--- src/rtl/serial_adder_pkg.sv ---
// Shared types and constants for the bit-serial adder.
package serial_adder_pkg;

    typedef enum logic [1:0] {
        IDLE = 2'd0,
        RUN  = 2'd1,
        DONE = 2'd2
    } sa_state_t;

    localparam int SA_WIDTH_DEF = 4;

    function automatic int sa_cnt_w(input int width);
        return $clog2(width + 1);
    endfunction

endpackage

--- src/rtl/full_adder_cell.sv ---
// Single-bit full adder; the one arithmetic cell shared by every bit position of serial_adder.
module full_adder_cell (
    input  logic x,
    input  logic y,
    input  logic ci,
    output logic s,
    output logic co
);

    assign s  = x ^ y ^ ci;
    assign co = (x & y) | (ci & (x ^ y));

endmodule

--- src/rtl/serial_adder.sv ---
// Bit-serial ripple-carry adder: S = a + b + cin, LSB first, one bit per clock.
// Optional signed-overflow output V is enabled with SERIAL_ADDER_OVF_EN.
//
//   state | meaning
//   IDLE  | waiting for start
//   RUN   | one sum bit per cycle through the full-adder cell
//   DONE  | done pulse; start here re-enters RUN directly
module serial_adder
    import serial_adder_pkg::*;
#(
    parameter int WIDTH = SA_WIDTH_DEF
) (
    input  logic             clk,
    input  logic             rst_n,
    input  logic             start,
    input  logic             cin,
    input  logic [WIDTH-1:0] a,
    input  logic [WIDTH-1:0] b,
    output logic             busy,
    output logic             done,
    output logic [WIDTH-1:0] S,
    output logic             C
`ifdef SERIAL_ADDER_OVF_EN
    ,
    output logic             V
`endif
);

    localparam int            CW   = sa_cnt_w(WIDTH);
    localparam logic [CW-1:0] LAST = CW'(WIDTH - 1);

    sa_state_t        state_q, state_d;
    logic [WIDTH-1:0] a_sh_q, a_sh_d;
    logic [WIDTH-1:0] b_sh_q, b_sh_d;
    logic [WIDTH-2:0] ps_q, ps_d;
    logic [CW-1:0]    cnt_q, cnt_d;
    logic             carry_q, carry_d;
    logic [WIDTH-1:0] s_q, s_d;
    logic             c_q, c_d;
    logic             busy_q, busy_d;
    logic             done_q, done_d;
`ifdef SERIAL_ADDER_OVF_EN
    logic             v_q, v_d;
`endif

    logic             fa_s, fa_co;
    logic [WIDTH-1:0] ps_full;

    full_adder_cell u_fa (
        .x  (a_sh_q[0]),
        .y  (b_sh_q[0]),
        .ci (carry_q),
        .s  (fa_s),
        .co (fa_co)
    );

    // Only WIDTH-1 partial bits are stored; the final bit joins them straight into S.
    assign ps_full = {fa_s, ps_q};

    always_comb begin
        state_d = state_q;
        a_sh_d  = a_sh_q;
        b_sh_d  = b_sh_q;
        ps_d    = ps_q;
        cnt_d   = cnt_q;
        carry_d = carry_q;
        s_d     = s_q;
        c_d     = c_q;
        busy_d  = busy_q;
        done_d  = 1'b0;
`ifdef SERIAL_ADDER_OVF_EN
        v_d     = v_q;
`endif
        case (state_q)
            IDLE, DONE: begin
                busy_d  = 1'b0;
                state_d = IDLE;
                if (start) begin
                    a_sh_d  = a;
                    b_sh_d  = b;
                    ps_d    = '0;
                    cnt_d   = '0;
                    carry_d = cin;
                    busy_d  = 1'b1;
                    state_d = RUN;
                end
            end
            RUN: begin
                a_sh_d  = a_sh_q >> 1;
                b_sh_d  = b_sh_q >> 1;
                ps_d    = ps_full[WIDTH-1:1];
                carry_d = fa_co;
                cnt_d   = cnt_q + CW'(1);
                if (cnt_q == LAST) begin
                    s_d     = ps_full;
                    c_d     = fa_co;
`ifdef SERIAL_ADDER_OVF_EN
                    // carry_q is the carry into the MSB during the last bit.
                    v_d     = carry_q ^ fa_co;
`endif
                    busy_d  = 1'b0;
                    done_d  = 1'b1;
                    state_d = DONE;
                end
            end
            default: begin
                busy_d  = 1'b0;
                state_d = IDLE;
            end
        endcase
    end

    always_ff @(posedge clk or negedge rst_n) begin
        if (!rst_n) begin
            state_q <= IDLE;
            a_sh_q  <= '0;
            b_sh_q  <= '0;
            ps_q    <= '0;
            cnt_q   <= '0;
            carry_q <= 1'b0;
            s_q     <= '0;
            c_q     <= 1'b0;
            busy_q  <= 1'b0;
            done_q  <= 1'b0;
`ifdef SERIAL_ADDER_OVF_EN
            v_q     <= 1'b0;
`endif
        end else begin
            state_q <= state_d;
            a_sh_q  <= a_sh_d;
            b_sh_q  <= b_sh_d;
            ps_q    <= ps_d;
            cnt_q   <= cnt_d;
            carry_q <= carry_d;
            s_q     <= s_d;
            c_q     <= c_d;
            busy_q  <= busy_d;
            done_q  <= done_d;
`ifdef SERIAL_ADDER_OVF_EN
            v_q     <= v_d;
`endif
        end
    end

    assign busy = busy_q;
    assign done = done_q;
    assign S    = s_q;
    assign C    = c_q;
`ifdef SERIAL_ADDER_OVF_EN
    assign V    = v_q;
`endif

endmodule

--- config.mk ---
export PLATFORM = sky130hd
export DESIGN_NAME = serial_adder
export DESIGN_NICKNAME = d
export VERILOG_FILES = /design/src/rtl/serial_adder_pkg.sv /design/src/rtl/full_adder_cell.sv /design/src/rtl/serial_adder.sv
export SDC_FILE = /design/constraint.sdc
export NUM_CORES = 1
export LEC_CHECK = 0
export CAP_MARGIN = 10
export CORE_ASPECT_RATIO = 1.1
export CORE_MARGIN = 2
export CORE_UTILIZATION = 50
export CTS_CLUSTER_DIAMETER = 60
export DETAILED_ROUTE_END_ITERATION = 10
export PLACE_DENSITY = 0.79
export SYNTH_ARGS = -nofsm -noshare
export SYNTH_HDL_FRONTEND = slang
export SYNTH_SLANG_ARGS = --single-unit
--- constraint.sdc ---
create_clock -name clk -period 2.9 [get_ports clk]
set_input_delay 0.29 -clock clk [delete_from_list [all_inputs] [get_ports clk]]
set_output_delay 0.29 -clock clk [all_outputs]
set_load 0.02 [all_outputs]
# [Word level (Yosys, flattened, before mapping)]
# Cells that the tools add are included.
[totals] ram_bits=0 romBits=0 mem_count=0 latchBits=0 in_bits=12 reg_bits=24
[op_classes] n_lt_le_gt_ge=0 div=0 n_eq_ne=5 bitwise_logic=5 mux=17 multipliers=0 n_addsub=1 n_reduce_logical=5 n_shift=0
[ops] operator="one-hot mux 4 bit (2 select lines)" count=2
[ops] operator="one-hot mux 3 bit (2 select lines)" count=2
[ops] operator="2-to-1 mux 4 bit" count=2
[ops] operator="2-to-1 mux 1 bit" count=6
[ops] operator="!= test 2 bit (second input constant)" count=2
[ops] operator="one-hot mux 1 bit (2 select lines)" count=2
[ops] operator="one-hot mux 2 bit (2 select lines)" count=1
[ops] operator="AND reduction 2 bit" count=2
[ops] operator="adder 3 x 1 -> 3 bit (second input constant)" count=1
[ops] operator="== test 3 x 2 -> 1 bit (second input constant)" count=1
[ops] operator="2-to-1 mux 3 bit" count=1
[ops] operator="bitwise AND 1 bit" count=2
[ops] operator="== test 2 x 1 -> 1 bit (second input constant)" count=1
[ops] operator="== test 2 bit (second input constant)" count=1
[ops] operator="zero test 2 bit" count=1
[ops] operator="2-to-1 mux 2 bit" count=1
[ops] operator="nonzero test 2 bit" count=1
[ops] operator="OR reduction 2 bit" count=1
[ops] operator="bitwise XOR 1 bit" count=2
[ops] operator="bitwise OR 1 bit" count=1

# [Logic depth before layout (Yosys ltp)]
[logic_depth] word_depth=4 mapped_depth=5 mapped_depth_nobuf=5

# [Hierarchy]
# A second synthesis with hierarchy kept.
[unflattened] hier_cells=88 hier_area_um2=1181.1
[by_module_without_submodules] mod="serial_adder" seq_area_each_um2=600.6 area_each_um2=1161.1 n_inst=1 cells_each=87
[by_module_without_submodules] mod="full_adder_cell" seq_area_each_um2=0.0 area_each_um2=20.0 n_inst=1 cells_each=1

# [Least setup slack after synthesis]
# Ideal clock, no wire load.
[synth_timing] path_kind="reg-to-reg" startpoint="register cnt_q[0]" endpoint="register c_q, in the netlist C" arrival_time_ns=1.232 setup_time_ns=0.125 stages_incl_launch_ff=5 slack_ns=1.543 synth_period_minus_slack_ns=1.357 path_buffers=0 path_cell_list="dfrtp_1 > ha_1 > ha_1 > nand3b_4 > mux2_2"
[synth_between] elab_chain_len=2
[synth_rtl] element="start: declaration" line="serial_adder.sv:36" rtl="logic [CW-1:0] cnt_q, cnt_d;"
[synth_rtl] element="start signal: assignment" line="serial_adder.sv:133" rtl="cnt_q <= cnt_d;"
[synth_rtl] element="== test 3 x 2 -> 1 bit" line="serial_adder.sv:94" rtl="if (cnt_q == LAST) begin"
[synth_rtl] element="AND reduction 2 bit (no source line)"
[synth_rtl] element="end signal: assignment" line="serial_adder.sv:122" rtl="c_q <= 1'b0;"
[synth_rtl] element="end signal: assignment" line="serial_adder.sv:136" rtl="c_q <= c_d;"
[synth_rtl] element="end: declaration" line="serial_adder.sv:39" rtl="logic c_q, c_d;"
# No other way between the ends.
# A chain may end at the register's enable or synchronous reset.

# [Final worst setup path]
[layout_timing] startpoint="register state_q[1]" endpoint="register s_q[1], in the netlist S[1]"
[layout_between] elab_chain_len=2
[layout_rtl] element="start: declaration" line="serial_adder.sv:32" rtl="sa_state_t state_q, state_d;"
[layout_rtl] element="start signal: assignment" line="serial_adder.sv:129" rtl="state_q <= state_d;"
[layout_rtl] element="== test 2 x 1 -> 1 bit" line="serial_adder.sv:74" rtl="case (state_q)"
[layout_rtl] element="AND reduction 2 bit (no source line)"
[layout_rtl] element="end signal: assignment" line="serial_adder.sv:121" rtl="s_q <= '0;"
[layout_rtl] element="end signal: assignment" line="serial_adder.sv:135" rtl="s_q <= s_d;"
[layout_rtl] element="end: declaration" line="serial_adder.sv:38" rtl="logic [WIDTH-1:0] s_q, s_d;"
# No other way between the ends.

==> metrics <==
Routed WL per cell between 10 and 15 um; CTS root buffer clkbuf_4; Starting Density 0.5264; WHS about 330 ps; CP bufs+invs 0; Setup crit end kind flop; CP Data Arrival Time about 1800 ps; Critical Path Slowest Stage Cell dfrtp_1; syn nets 101; commonest non-fill, non-tap cell in the layout mux2i_1; Placed Cells 130; GRT Resource Usage Total 0.1453; CP Data Required Time a little over 3000 ps; Final Net Count 120; final worst path period share 0.5667; PD cells 962.5 nW/um^2; R2R Path Start state_q[1]; syn avg cell area 13.65 sq um; vias in the first global route between 600 and 700; post_cts resized 0; Iteration-0 DRC Markers 6; number of setup violations in the final report 0; Die X ~50 um; first-pass GRT wire length about 2.8 mm; CTS max path bufs 2; Worst-Margin Slew ~800 ps; DP Area 1359 sq um; max cap viols 0; number of cell rows 18; RSZ-0062 raised after global routing no; Post-DRT Antenna Nets 0; Core Util, Final 0.6195; fmax ~610 MHz; delay-heaviest family, CP flip-flops; CTS tree yes; residual DRC count 0; Cells after Synth 86; status finished, final reports clean; sum of negative setup slack 0 ps; Max IR drop VDD around 0.00054 V; crit-path max FO 18; drt pass-1 iters 4; Die Ht approximately 55 um; final cell count without fillers about 130; Die ar. ~2800 sq um; synthesized cell area 1174 sq um; Netlist cell types 22; CTS clk-pin slew, worst paths 120 ps; Clock Latency Late Sink approximately 300 ps; LEAKAGE around 0.00064 uW; worst clock skew about 3.5 ps; Setup crit start kind flop; overflow left after global routing 0; via count 708; clk sinks 24; commonest cells after routing, fill and taps aside mux2i_1, dfrtp_1, clkdlybuf4s50_1; largest net degree at the start of global routing 25; core area ~2200 sq um; total CTS buffers 3; Synth-to-Final Area Change 17.70%; hold crit path type input pin to async pin; reg-to-reg endpoint S[1]; antenna violations before repair 0; crit path kind flop to flop; Yosys warnings 0; drt total wl 1.819 mm; Worst slew margin 0.4801; GP Congestion about 0.70; Crit path largest cell delay between 800 and 900 ps; detailed-route vias per instance about 5.3; post-CTS setup buffers 0; Yosys reg bits 24; H-tree Lvls 1; share of cells above drive strength 1 0.1068; port buffer count 18; Final Cell Area 1381 sq um; DP HPWL approximately 1.3 mm; Seq/Total Area, Yosys 0.5117; # diodes 0; critical path cell sequence nand3b_4, mux2_2; Hold Buf Count CTS 0; final hold vios 0; Period minus WS final between 1500 and 2000 ps; top-level I/O count 19; worst r2r path cells 2; reg2reg setup slack 1260 ps; Pins Over Slew Limit 0
## stage by stage
step / setup WS (ps) / total power, uW
2_1_floorplan: 1543 / 1034
3_3_place_gp: 1114 / 1182
3_5_place_dp: 1079 / 1207
4_1_cts: 1231 / 1350
5_1_grt: 1145 / 1430
6_report: 1257 / 1330
## per-layer routing
metal / wire (um) / vias to the layer above / track usage
met5: 0 / - / 0
met4: 33 / 0 / 0.1065
met1: 818 / 350 / 0.1798
met2: 914 / 12 / 0.2237
met3: 53 / 4 / 0.03552
li1: - / 342 / -
## synthesized netlist by cell type
cell type  instances  area share
mux2i_1           27        0.23
fa_1               1       0.017
inv_2              1      0.0032
nor2_1             1      0.0032
nand3b_4           1       0.017
buf_2              2      0.0085
ha_1               2       0.021
mux2_2             4       0.038
a22o_1             2       0.015
o21ai_0            2      0.0085
nand3_1            2      0.0085
a21o_1             1      0.0064
xnor2_1            1      0.0075
a32o_1             1      0.0085
nor3b_1            1      0.0064
dfrtp_1           24        0.51
o2bb2ai_1          4       0.030
inv_1              3      0.0096
buf_4              1      0.0064
buf_6              2       0.019
nand2b_1           2       0.011
mux2_4             1       0.013
## worst max-delay path by stage
stage | start | endpoint | slack [ps] | cells after the start
floorplan | cnt_q[0] | C | 1540 | 4
global placement | start | cnt_q[0] | 1110 | 3
detailed placement | start | cnt_q[2] | 1080 | 3
CTS | state_q[1] | S[1] | 1230 | 2
global route | state_q[1] | S[0] | 1150 | 3
finish | state_q[1] | S[1] | 1260 | 2
## flip-flops by register name (all words and copies together) (netlist names), 2 cells and up
name,flops
a_sh_q,4
state_q,2
cnt_q,3
ps_q,3
S,4
b_sh_q,4
## cell families (layout without fill, tap and decap cells)
group,after synthesis,in the layout,synth area share
XOR/XNOR,1,1,0.007464
multiplexers,32,32,0.2814
AO/OA/AOI/OAI,10,10,0.06823
flip-flops,24,24,0.5117
buffers and inverters,9,26,0.04691
adder cells (fa/ha/maj),3,3,0.03838
AND/OR/NAND/NOR,7,7,0.04584
## power by group
| group | internal, uW | leakage (uW) | switching (uW) |
|---|---|---|---|
| sequential | 480 | 0.000307 | 169 |
| combinational | 319 | 0.000324 | 224 |
| clock | 48.4 | 0.0000138 | 88.3 |
## layout make-up
| cell class | instances | area, sq um |
|---|---|---|
| flip-flops and latches | 24 | 600.6 |
| clock buffers | 3 | 22.52 |
| fillers | 176 | 848.3 |
| well taps | 30 | 37.54 |
| inverters | 4 | 15.01 |
| multi-input cells | 53 | 518.0 |
| repair buffers | 19 | 187.7 |
No activity file was read; power rests on OpenSTA's default activity.
==> variant: new RTL, same flow settings <==
Build with the macro `SERIAL_ADDER_OVF_EN` defined.
--- a/src/rtl/serial_adder.sv
+++ b/src/rtl/serial_adder.sv
@@ -5,6 +5,8 @@
 //   IDLE  | waiting for start
 //   RUN   | one sum bit per cycle through the full-adder cell
 //   DONE  | done pulse; start here re-enters RUN directly
+`define SERIAL_ADDER_OVF_EN
+
 module serial_adder
     import serial_adder_pkg::*;
 #(
Function (old outputs only; new: V): kept (Yosys induction, for registers that start in step).
==> variant against the original RTL <==
Worst setup slack lost 0.0037 ns. Routed wire length grew 6.7%. Critical path depth grew 1. Sequential cell count grew 1. Clock power rose by 11%. Synthesized area up 4.4%. Non-clock buffer count grew 1. Sequential share of layout area shrank 0.23 points. Via count rose by 6.2%. Synthesized cell count increased by 3.5%. Critical path type unchanged. Total power up 7.8%. Cell area rose by 4.7%.
==> variant: results (changes against the original RTL) <==
| Metric | Value |
|---|---|
| Distinct cell type count of the synthesized netlist | 23 (+4.5%) |
| Combinational gate power | 607 µW (+12%) |
| Post-detailed-placement half-perimeter wirelength | 1420 µm (+13%) |
| Maximum vdd ir drop | 0.6134 mV (+13%) |
| Area growth syn-to-layout | 18.08% |
| Reg-to-reg setup timing slack | 1.25 ns (about the same) |
| Gate count of the mapped netlist | 89 (+3.5%) |
| Post-Route M1 WL | 846 µm (+3.4%) |
| Count of nets after finishing | 124 (+3.3%) |
| Global Route met2 Usage | 26.35% (+4.0 points) |
| Run status | completed |
| Wire length per cell | 14.07 µm (+2.8%) |
| DRC marker count from the first detailed-route iteration | 8 (+2) |
| Data arrival time of the critical path | 1.86 ns (+0.02 ns) |
| Net count after synthesis | 104 (+3.0%) |
| Post-synthesis share of cell area spent on full adders, half adders and majority gates | 3.677% (-0.16 points) |
| Met2 routed WL | 995 µm (+8.9%) |
| Setup Slack @ Placement | 1.061 ns (-0.01731 ns) |
| Count of filler cells inserted in the layout | 175 (-0.57%) |
| Final clock skew | 0.001662 ns (-0.001866 ns) |
| Global routing met3 resource utilization | 2.419% (-1.1 points) |
| Cell total after placement | 134 (+3.1%) |
| Total length of routed met3 wires | 57 µm (+7.5%) |
| Final worst hold slack | 0.3288 ns (-0.0008120 ns) |
| Highest achievable clock rate | 607.1 MHz (-0.22%) |
| LEAKAGE | 0.0006740 µW (+4.6%) |
| Vias in the first global route | 771 (+18%) |
| Global-route wire length before repair | 3443 µm (+21%) |
| Synth area leaders | sky130_fd_sc_hd__dfrtp_1 (51%), sky130_fd_sc_hd__mux2i_1 (22%), sky130_fd_sc_hd__mux2_2 (3.7%) |
| Commonest cells in the synthesized netlist | sky130_fd_sc_hd__mux2i_1 (27), sky130_fd_sc_hd__dfrtp_1 (25), sky130_fd_sc_hd__mux2_2 (4), sky130_fd_sc_hd__o2bb2ai_1 (4), sky130_fd_sc_hd__inv_1 (3) |
| Multiplexer share of the synthesized area | 28.19% (+0.047 points) |
## variant: changes by cell type after synthesis
cell / change
sky130_fd_sc_hd__inv_2: -1
sky130_fd_sc_hd__xor2_1: +1
sky130_fd_sc_hd__mux2_4: +1
sky130_fd_sc_hd__dfrtp_1: +1
sky130_fd_sc_hd__inv_4: +1
## variant: kinds of logic (layout without fill, tap and decap cells)
kind of cell | Yosys count | after routing
multiplexers | 33 | 33
flip-flops | 25 | 25
AO/OA/AOI/OAI | 10 | 10
buffers and inverters | 9 | 28
AND/OR/NAND/NOR | 7 | 7
adder cells (fa/ha/maj) | 3 | 3
XOR/XNOR | 2 | 2
## variant: final cells by class
cell class / count / area (µm²) / area share [%]
Tap cell: 30 / 37.54 / 2.595
Inverter: 4 / 17.52 / 1.211
Sequential cell: 25 / 625.6 / 43.25
Multi-Input combinational cell: 55 / 541.8 / 37.46
Clock buffer: 4 / 26.28 / 1.817
Timing Repair Buffer: 20 / 197.7 / 13.67
